**src/rtl/hpu_pkg.sv**
```systemverilog
// Shared enums for the L2 tag controller: request op codes and FSM states.
package hpu_pkg;

    typedef enum logic [1:0] {
        OP_LOOKUP = 2'd0,
        OP_FILL   = 2'd1,
        OP_INVAL  = 2'd2,
        OP_RSVD   = 2'd3
    } op_e;

    typedef enum logic [1:0] {
        ST_IDLE  = 2'd0,
        ST_FLUSH = 2'd1,
        ST_DONE  = 2'd2
    } state_e;

endpackage

```
**src/rtl/l2_tag_ctrl.sv**
```systemverilog
// L2 tag controller: lookup/fill/invalidate against an external tag array,
// registered response with ready/valid backpressure, and a flush-all sweep.
module l2_tag_ctrl
    import hpu_pkg::*;
#(
    parameter int TAG_W = 17,
    parameter int AWTH  = 3,
    parameter int DEPTH = 8
) (
    input  logic             clk_i,
    input  logic             rst_i,
    input  logic             req_vld_i,
    output logic             req_rdy_o,
    input  logic [1:0]       req_op_i,
    input  logic [AWTH-1:0]  req_idx_i,
    input  logic [TAG_W-1:0] req_tag_i,
    output logic             rsp_vld_o,
    input  logic             rsp_rdy_i,
    output logic             rsp_hit_o,
    output logic [TAG_W:0]   rsp_old_o,
    input  logic             flush_i,
    output logic             flush_busy_o,
    output logic             flush_done_o,
    output logic             arr_wen_o,
    output logic [AWTH-1:0]  arr_waddr_o,
    output logic [TAG_W:0]   arr_wdata_o,
    output logic [AWTH-1:0]  arr_raddr_o,
    input  logic [TAG_W:0]   arr_rdata_i
);

    localparam logic [AWTH-1:0] LAST_IDX = AWTH'(DEPTH - 1);
    localparam logic [TAG_W:0]  INV_ENT  = {1'b1, {TAG_W{1'b0}}};

    state_e            state_q, state_d;
    logic [AWTH-1:0]   cnt_q, cnt_d;
    logic              rsp_vld_q, rsp_vld_d;
    logic              rsp_hit_q, rsp_hit_d;
    logic [TAG_W:0]    rsp_old_q, rsp_old_d;
    logic              accept;
    logic              hit;

    assign req_rdy_o = (state_q == ST_IDLE) && !flush_i && (!rsp_vld_q || rsp_rdy_i);
    // Gate with reset so no array write can leak out while rst_i is low.
    assign accept    = req_vld_i && req_rdy_o && rst_i;

    assign arr_raddr_o = (state_q == ST_FLUSH) ? cnt_q : req_idx_i;
    assign hit         = !arr_rdata_i[TAG_W] && (arr_rdata_i[TAG_W-1:0] == req_tag_i);

    assign rsp_vld_o    = rsp_vld_q;
    assign rsp_hit_o    = rsp_hit_q;
    assign rsp_old_o    = rsp_old_q;
    assign flush_busy_o = (state_q == ST_FLUSH) || (state_q == ST_DONE);

    always_comb begin
        state_d      = state_q;
        cnt_d        = cnt_q;
        arr_wen_o    = 1'b0;
        arr_waddr_o  = req_idx_i;
        arr_wdata_o  = {1'b0, req_tag_i};
        flush_done_o = 1'b0;
        case (state_q)
            ST_IDLE: begin
                if (flush_i) begin
                    state_d = ST_FLUSH;
                    cnt_d   = '0;
                end else if (accept) begin
                    case (op_e'(req_op_i))
                        OP_FILL:  arr_wen_o = 1'b1;
                        OP_INVAL: begin
                            arr_wen_o   = hit;
                            arr_wdata_o = INV_ENT;
                        end
                        default:  arr_wen_o = 1'b0;
                    endcase
                end
            end
            ST_FLUSH: begin
                arr_wen_o   = 1'b1;
                arr_waddr_o = cnt_q;
                arr_wdata_o = INV_ENT;
                cnt_d       = cnt_q + 1'b1;
                if (cnt_q == LAST_IDX) begin
                    state_d = ST_DONE;
                    cnt_d   = '0;
                end
            end
            ST_DONE: begin
                flush_done_o = 1'b1;
                state_d      = ST_IDLE;
            end
            default: state_d = ST_IDLE;
        endcase
    end

    // Response slot is independent of the FSM, so it survives a flush.
    always_comb begin
        rsp_vld_d = rsp_vld_q;
        rsp_hit_d = rsp_hit_q;
        rsp_old_d = rsp_old_q;
        if (accept) begin
            rsp_vld_d = 1'b1;
            rsp_hit_d = hit;
            rsp_old_d = arr_rdata_i;
        end else if (rsp_rdy_i) begin
            rsp_vld_d = 1'b0;
        end
    end

    always_ff @(posedge clk_i or negedge rst_i) begin
        if (!rst_i) begin
            state_q   <= ST_IDLE;
            cnt_q     <= '0;
            rsp_vld_q <= 1'b0;
            rsp_hit_q <= 1'b0;
            rsp_old_q <= '0;
        end else begin
            state_q   <= state_d;
            cnt_q     <= cnt_d;
            rsp_vld_q <= rsp_vld_d;
            rsp_hit_q <= rsp_hit_d;
            rsp_old_q <= rsp_old_d;
        end
    end

endmodule
```
**config.mk**
```make
export PLATFORM = sky130hd
export DESIGN_NAME = l2_tag_ctrl
export DESIGN_NICKNAME = d
export VERILOG_FILES = /design/src/rtl/hpu_pkg.sv /design/src/rtl/l2_tag_ctrl.sv
export SDC_FILE = /design/constraint.sdc
export NUM_CORES = 1
export LEC_CHECK = 0
export BUFFER_PORTS_ARGS = -buffer_cell sky130_fd_sc_hd__buf_2
export CAP_MARGIN = 20
export CORE_UTILIZATION = 43
export DETAILED_ROUTE_END_ITERATION = 8
export PLACE_DENSITY_LB_ADDON = 0.08
export SYNTH_ARGS = -nofsm -noshare
export SYNTH_HDL_FRONTEND = slang
export SYNTH_SLANG_ARGS = --single-unit
```
**constraint.sdc**
```tcl
create_clock -name clk_i -period 2.05 [get_ports clk_i]
set_input_delay 0.41 -clock clk_i [delete_from_list [all_inputs] [get_ports clk_i]]
set_output_delay 0.41 -clock clk_i [all_outputs]
set_load 0.05 [all_outputs]
```
# [Word level (Yosys, flattened, before mapping)]
# Index checks and enable logic that the tools add are counted.
[word_totals] reg_bits=25 inputBits=45
[classes] n_addsub=1 n_eq_ne=8 muxes=18 reduce_logical=15
[ops] op="18-bit 2-to-1 mux" count=3
[ops] op="18-bit one-hot mux with 2 select lines" count=1
[ops] op="17-bit equality test" count=1
[ops] op="3-bit 2-to-1 mux" count=3
[ops] op="3-bit one-hot mux with 2 select lines" count=1
[ops] op="1-bit logical AND" count=5
[ops] op="1-bit 2-to-1 mux" count=5
[ops] op="2-bit by 1-bit equality test with 1-bit output, second input constant" count=2
[ops] op="2-bit equality test, second input constant" count=2
[ops] op="2-bit 2-to-1 mux" count=2
[ops] op="1-bit one-hot mux with 2 select lines" count=2
[ops] op="2-bit one-hot mux with 2 select lines" count=1
[ops] op="2-bit AND reduction" count=2
[ops] op="2-bit nonzero test" count=2
[ops] op="3-bit by 1-bit adder with 3-bit output, second input constant" count=1
[ops] op="3-bit equality test, second input constant" count=1
[ops] op="1-bit zero test" count=3
[ops] op="2-bit zero test" count=1
[ops] op="1-bit logical OR" count=2
[ops] op="2-bit by 1-bit inequality test with 1-bit output, second input constant" count=1
[ops] op="2-bit inequality test, second input constant" count=1

# [Longest topological paths before layout]
# Gate-level depths: netlist of run 1.
[depth] ltp_word=8 ltp_mapped=8 mapped_depth_nobuf=6

# [Worst setup path before layout of run 1]
# OpenSTA, ideal clock, no wires.
[synth_timing] path_kind="register to output" start="register rsp_vld_q (netlist: rsp_vld_o)" end="output port arr_wen_o" setup_slack_ns=-0.483 path_stages_with_launch=6 arrival_ns=2.123 required_time_ns=1.640 cell_sequence="dfrtp_1 > nor2b_1 > nor3_4 > buf_6 > nand4_1 > o21ai_1"
[synth_via] elab_chain_len=8
[synth_lines] item="from (decl)" line_no="l2_tag_ctrl.sv:36" rtl="logic rsp_vld_q, rsp_vld_d;"
[synth_lines] item="from (signal assigned)" line_no="l2_tag_ctrl.sv:119" rtl="rsp_vld_q <= rsp_vld_d;"
[synth_lines] item="1-bit zero test" line_no="l2_tag_ctrl.sv:42" rtl="assign req_rdy_o = (state_q == ST_IDLE) && !flush_i && (!rsp_vld_q || rsp_rdy_i);"
[synth_lines] item="1-bit logical OR" line_no="l2_tag_ctrl.sv:42"
[synth_lines] item="1-bit logical AND" line_no="l2_tag_ctrl.sv:42"
[synth_lines] item="1-bit logical AND (2 in a row)" line_no="l2_tag_ctrl.sv:44" rtl="assign accept = req_vld_i && req_rdy_o && rst_i;"
[synth_lines] item="1-bit 2-to-1 mux" line_no="l2_tag_ctrl.sv:66" rtl="end else if (accept) begin"
[synth_lines] item="1-bit 2-to-1 mux" line_no="l2_tag_ctrl.sv:63" rtl="if (flush_i) begin"
[synth_lines] item="1-bit one-hot mux with 2 select lines" line_no="l2_tag_ctrl.sv:61" rtl="case (state_q)"
[synth_lines] item="to (decl)" line_no="l2_tag_ctrl.sv:24" rtl="output logic arr_wen_o,"
# No other way between the ends.

# [Worst setup path after layout of run 1]
[layout_timing] start="register state_q[0]" end="output port arr_wdata_o[4]"
[layout_via] elab_chain_len=8 elab_cells_between_ends=9
[layout_lines] item="from (decl)" line_no="l2_tag_ctrl.sv:34" rtl="state_e state_q, state_d;"
[layout_lines] item="from (signal assigned)" line_no="l2_tag_ctrl.sv:117" rtl="state_q <= state_d;"
[layout_lines] item="2-bit zero test" line_no="l2_tag_ctrl.sv:42, l2_tag_ctrl.sv:61"
[layout_lines] item="1-bit logical AND (2 in a row)" line_no="l2_tag_ctrl.sv:42"
[layout_lines] item="1-bit logical AND (2 in a row)" line_no="l2_tag_ctrl.sv:44"
[layout_lines] item="18-bit 2-to-1 mux" line_no="l2_tag_ctrl.sv:66"
[layout_lines] item="18-bit 2-to-1 mux" line_no="l2_tag_ctrl.sv:63"
[layout_lines] item="18-bit one-hot mux with 2 select lines (*)" line_no="l2_tag_ctrl.sv:61"
[layout_lines] item="to (decl)" line_no="l2_tag_ctrl.sv:26" rtl="output logic [TAG_W:0] arr_wdata_o,"
# Every way passes the cells marked *; elsewhere a longest branch is shown, timed or not.

==> run metrics, run 1 <==
run status finished with violations; failing checks setup timing; Fin Clk Skew roughly 0.002 ns; CTS Hold Bufs 0; Via Count about 1500; vias in the first global route 1446; CP max stage delay 0.42 ns; Routed met2 length 2350 um; most numerous cell in the Yosys netlist dfrtp_1; Sink Count 25; synthesis-to-layout area growth 64.3%; gr ovfl total 0; area leader, netlist dfrtp_1; reg2reg end rsp_old_o[15]; total wire length 4370 um; max-slew violation count 0; # fillers 255; power consumption ~4.3 mW; R2R depth 9; Critical Path, Cell by Cell inv_2 -> ha_4 -> buf_4 -> inv_2 -> a22oi_2 -> buf_4 -> and2_4 -> buf_8; ys async rst share 100%; Ports 93; Worst EP required 1.64 ns; Worst Hold Class input pin to async pin; Synth top cells by count 25 x dfrtp_1, 21 x mux2_2, 17 x and2_1; CP Class flop to output pin; Clock Pin Slew Worst Setup and Hold Paths 0.14 ns; Final WS setup -0.218 ns; drt pass-1 iters 4; uppermost layer routed met4; Diodes inserted 0; maxcap violations 0; count of cell types in the netlist 27; CTS tree yes; layout cell share with drive strength beyond 1 66.9%; Synthesis Warnings 0; die width 61.6 um; DRC 0; wl on met1 1780 um; root buf cell clkbuf_4; critical-path cell with the highest stage delay dfrtp_1; die outline area between 3000 and 4000 sq um; DR WL met3 slightly above 200 um; Syn Area/Cell 10.9 sq um; mapped cell area 1530 sq um; CP Launch Type flop; DR iter-0 viols 43; All-Layer GR Usage between 20% and 30%; H-tree depth 1; sequential-to-total area share from yosys stat 41.0%; FF-to-FF setup slack 0.26 ns; Initial Util between 40 and 50%; CP Capture Type output pin; top cell type's share of synthesized area 41.0%; Final Hold Fails 0; measured slew at the worst slew-check pin 0.363 ns; fin util about 75%; final setup violation count 25; Arr. time, crit path 1.86 ns; fmax between 0.4 and 0.5 GHz; Worst Path Max Fanout 4; worst r2r src state_q[0]; post-synthesis net count 192; Leakage 1.29 nW; antenna-violating nets left 0; pwr dens 1710 nW/um^2; final std cells w/o fill 294; top cells by area, synth dfrtp_1 41%, mux2_2 15%, xor2_1 7.5%, and2_1 7.0%, ha_1 5.7%; site row count 21; nets 301; Port Buffers 92; top_reg_cell synth dfrtp_1; Post-synth EDFFs 0; DR vias/cell a little under 5; worst vdd ir 770 uV; Yosys reg bits 25; Period Utilization, post-route 111%; RSZ-0062 raised after global routing yes; initial antenna violation count 0; TNS Setup -3.93 ns; Die H 61.6 um; Wirelength per Cell 14.9 um; placer congestion estimate around 0.74; TritonCTS buffer count 3; DPL Wire Length 2930 um; maximum number of pins on one net before global-route repair 26; crit path time final 2.27 ns; Slew HR 75.5%; worst skew pair latency approximately 0.32 ns; Synth Instances 140; Clock Tree Buf Depth 2; total core area ~3400 sq um; Inst Count DP 282; global-route wire length before repair around 6500 um
## layout make-up
class / instances / area (sq um) / share of cell area (%)
multi-input combinational: 96 / 892 / 35.5
timing repair buffer: 112 / 866 / 34.5
sequential: 25 / 627 / 25.0
tap: 46 / 57.6 / 2.29
inverter: 11 / 41.3 / 1.65
clock buffer: 4 / 26.3 / 1.05
## cells by family (layout without fill, tap and decap cells)
family / count (synthesis) / count (layout) / synth area share (%)
AOI/OAI and AO/OA: 13 / 13 / 6.22
xor gates and xnor gates: 13 / 13 / 7.45
adders and majority gates: 7 / 7 / 5.73
buffers and inverters: 19 / 127 / 7.37
DFF: 25 / 25 / 41.0
muxes: 21 / 21 / 15.5
and+or+nand+nor: 42 / 42 / 16.8
## per-stage QoR
stage                     hold WS, ns  worst slack, ns  cell area, sq um
after floorplan                 0.114          -0.0896              1550
after global placement          0.484           -0.137              2090
after detailed placement        0.475           -0.160              2090
after CTS                       0.113           -0.254              2490
after global routing            0.111           -0.332              2510
final                           0.106           -0.218              2510
## worst max path at each step
stage / start / to / slack [ns] / cells past startpoint
3_5_place_dp: req_op_i[0] / arr_wen_o / -0.16 / 7
3_3_place_gp: req_op_i[0] / arr_wen_o / -0.14 / 7
4_1_cts: state_q[1] / arr_wdata_o[10] / -0.25 / 8
5_1_grt: state_q[0] / arr_wen_o / -0.33 / 7
6_report: state_q[0] / arr_wdata_o[4] / -0.22 / 8
2_1_floorplan: state_q[0] / arr_wen_o / -0.09 / 8
## registers in the layout, indices dropped and copies added (netlist names)
register	cells
rsp_vld_o	1
cnt_q	3
state_q	2
rsp_hit_o	1
rsp_old_o	18
## layer usage
metal / GRT usage [%] / vias to the layer above
li1: - / 691
met1: 29.1 / 699
met2: 43.3 / 60
met3: 2.94 / 4
met4: 6.98 / 0
met5: 0 / -
## placed cells by master (no fill, tap or decap), drive strengths merged
cell and count:
nand2 3, nand4 3, nor4b 1, o21ai 2, ha 7, a31oi 1
o22ai 1, nor2b 6, dfrtp 25, buf 112, or2 1, clkbuf 4
and2 17, a22oi 1, a21oi 4, mux2 21, inv 11, nand2b 2
nor3 2, nor2 4, nor4 3, a32o 3, a222oi 1, xor2 13
## what timing repair did
item / 4_1_cts / 5_1_grt
buffers inserted: 5 / 2
pin swaps: 24 / 5
setup endpoints to repair: 26 / 25
cloned: 2 / 0
gates resized for setup: 105 / 3
## power by group
part           total (mW)  internal, mW  leakage, nW  switching [mW]
combinational        3.24          1.22        0.967            2.01
clock               0.230        0.0760       0.0150           0.154
sequential          0.828         0.713        0.307           0.115
## worst max-delay path: cells and delay by family (launching register included)
| family | cells | cell delay [ns] |
|---|---|---|
| AOI/OAI and AO/OA | 1 | 0.25 |
| adders and majority gates | 1 | 0.15 |
| and+or+nand+nor | 1 | 0.15 |
| DFF | 1 | 0.42 |
| buffers and inverters | 5 | 0.57 |
(Power assumes the default switching activity.)
==> inputs of run 2 (changes only) <==
--- a/config.mk
+++ b/config.mk
@@ -7,6 +7,7 @@
 export LEC_CHECK = 0
 export BUFFER_PORTS_ARGS = -buffer_cell sky130_fd_sc_hd__buf_2
 export CAP_MARGIN = 20
+export CORE_ASPECT_RATIO = 0.75
 export CORE_UTILIZATION = 43
 export DETAILED_ROUTE_END_ITERATION = 8
 export PLACE_DENSITY_LB_ADDON = 0.08
==> run 2 against run 1 <==
  * Count of clock-buffer cells in the layout decreased by 1
  * Cell count increased by 1.4%
  * Non-clock buffer count increased by 10
  * Die area about the same
  * Critical path depth unchanged
  * Total power increased by 0.90%
  * Clock power increased by 27%
  * Cell area increased by 3.8%
  * Via count increased by 3.9%
  * Clock skew increased by 0.0019 ns
  * Largest cell class is now buffers
  * Register-to-register slack got worse by 0.22 ns
  * The run ends with DRC, setup timing left
==> run metrics, run 2 (synthesized netlist as in run 1, its figures left out) <==
site row count 18 (was 21); nets 311 (was 301); Worst EP required 1.64 ns (about the same); Final WS setup -0.182 ns (was -0.218 ns); Arr. time, crit path 1.82 ns (was 1.86 ns); Sw Share 52.7% (was 53.2%); layout cell share with drive strength beyond 1 68.2% (was 66.9%); Fin Clk Skew 0.00398 ns (was 0.00205 ns); synthesis-to-layout area growth 70.5% (was 64.3%); TNS Setup -2.31 ns (was -3.93 ns); Reg power frac 19.2% (was 19.3%); die width 70.8 um (was 61.6 um); Initial Util 45.8% (was 45.4%); sequential cell area 627 sq um (unchanged); DR vias/cell 5.07 (was 4.95); vias in the first global route 1371 (was 1446); measured slew at the worst slew-check pin 0.438 ns (was 0.363 ns); gr ovfl total 0 (unchanged); CP Capture Type output pin (unchanged); Psw 2.28 mW (about the same); initial antenna violation count 0 (unchanged); global-route wire length before repair 6540 um (was 6510 um); antenna-violating nets left 0 (unchanged); Via Count 1511 (was 1454); All-Layer GR Usage 23.6% (was 23.7%); Die H 53.6 um (was 61.6 um); Worst Path Max Fanout 4 (unchanged); maxcap violations 0 (unchanged); fmax 0.448 GHz (was 0.441 GHz); pwr dens 1660 nW/um^2 (was 1710 nW/um^2); DR iter-0 viols 103 (was 43); dpl ws -0.186 ns (was -0.160 ns); total wire length 4610 um (was 4370 um); Slew HR 70.8% (was 75.5%); most frequent cells in the layout 67 x buf_2, 24 x dfrtp_1, 22 x buf_4 (was 68 x buf_2, 24 x dfrtp_1, 23 x buf_8); most used routing layer met2 (unchanged); met2 Use GR 42.6% (was 43.3%); TritonCTS buffer count 3 (unchanged); crit path time final 2.23 ns (was 2.27 ns); fin util 78.2% (was 74.6%); RSZ-0062 raised after global routing yes (unchanged); CP Class flop to output pin (unchanged); Int Power 2.05 mW (was 2.01 mW); # fillers 225 (was 255); worst vdd ir 980 uV (was 770 uV); GR Util met3 5.43% (was 2.94%); failing checks DRC, setup timing (was setup timing); Diodes inserted 0 (unchanged); Leakage 1.35 nW (was 1.29 nW); area of the multi-input gates 901 sq um (was 892 sq um); final setup violation count 18 (was 25); max-slew violation count 0 (unchanged); root buf cell clkbuf_8 (was clkbuf_4); Clock Pin Slew Worst Setup and Hold Paths 0.08 ns (was 0.14 ns); maximum number of pins on one net before global-route repair 26 (unchanged); placer congestion estimate 0.820 (was 0.741); run status finished with violations (unchanged); worst skew pair latency 0.27 ns (was 0.32 ns); Period Utilization, post-route 109% (was 111%); max reg flops 18 (unchanged); Sink Count 25 (unchanged); area of placed instances 2140 sq um (was 2090 sq um); Hold Slack 0.182 ns (was 0.106 ns); most common cell after layout, fill and taps aside buf_2 (unchanged); DPL Wire Length 3190 um (was 2930 um); CTS tree yes (unchanged); CP Launch Type flop (unchanged); Ports 93 (unchanged); combinational cell fraction of total power 74.0% (was 75.4%); H-tree depth 1 (unchanged); die outline area 3800 sq um (about the same); post-route cell area 2610 sq um (was 2510 sq um); Worst Hold Class input pin to async pin (unchanged); Clock Tree Buf Depth 2 (unchanged); clock power share 6.7% (was 5.4%); Final Hold Fails 0 (unchanged); drt pass-1 iters 7 (was 4); GR Util met1 28.9% (was 29.1%); Wirelength per Cell 15.5 um (was 14.9 um); Port Buffers 92 (unchanged); total core area 3330 sq um (was 3360 sq um); CTS Hold Bufs 0 (unchanged); DRC 12 (was 0)
-- run 2: per-stage QoR --
| step | instances | power [mW] |
|---|---|---|
| finish | 298 | 4.33 |
| global route | 298 | 4.52 |
| CTS | 298 | 4.23 |
| detailed placement | 284 | 3.43 |
| global placement | 284 | 3.38 |
| floorplan | 140 | 2.84 |
-- run 2: critical path, cell delays in order (launching register included) --
cell      delay, ns
dfrtp_1        0.40
inv_2          0.08
ha_4           0.15
nand2b_4       0.07
nor3_4         0.18
buf_4          0.15
nand4_1        0.16
o21ai_4        0.19
buf_6          0.17
-- run 2: what timing repair did --
item,4_1_cts,5_1_grt
buffers inserted,9,1
setup endpoints to repair,25,26
pin swaps,13,4
cloned,1,0
resized for setup,90,18
-- run 2: per-layer routing --
layer  vias to the layer above  routed length [um]
li1                        716                   -
met1                       715                1910
met2                        69                2350
met3                        11                 277
met4                         0                  66
met5                         -                   0
-- run 2: path summary, 6_finish.rpt --
path | slack, ns | startpoint | cells after the start | to
min in group clk_i | 0.39 | arr_rdata_i[16] | 2 | rsp_old_o[16]
min reg2reg | 0.51 | rsp_old_o[7] | 1 | rsp_old_o[7]
max reg2reg | 0.04 | state_q[0] | 12 | rsp_hit_o
min | 0.18 | rst_i | 2 | rsp_old_o[2]
max | -0.18 | state_q[0] | 8 | arr_wen_o
max in group asynchronous | 1.59 | rst_i | 2 | rsp_vld_o
-- run 2: area by class of cell --
type	instances	area share, %
Multi-Input combinational cell	96	34.6
Timing Repair Buffer	122	36.1
Tap cell	40	1.92
Clock buffer	3	1.59
Inverter	11	1.59
Sequential cell	25	24.1
Clock inverter	1	0.192
-- run 2: power by group through the flow --
stage / Sequential, mW / Combinational (mW) / Clock, mW
6_report: 0.834 / 3.21 / 0.292
5_1_grt: 0.862 / 3.33 / 0.334
4_1_cts: 0.833 / 3.09 / 0.306
3_5_place_dp: 0.838 / 2.59 / 0
3_3_place_gp: 0.822 / 2.56 / 0
2_1_floorplan: 1.49 / 1.35 / 0
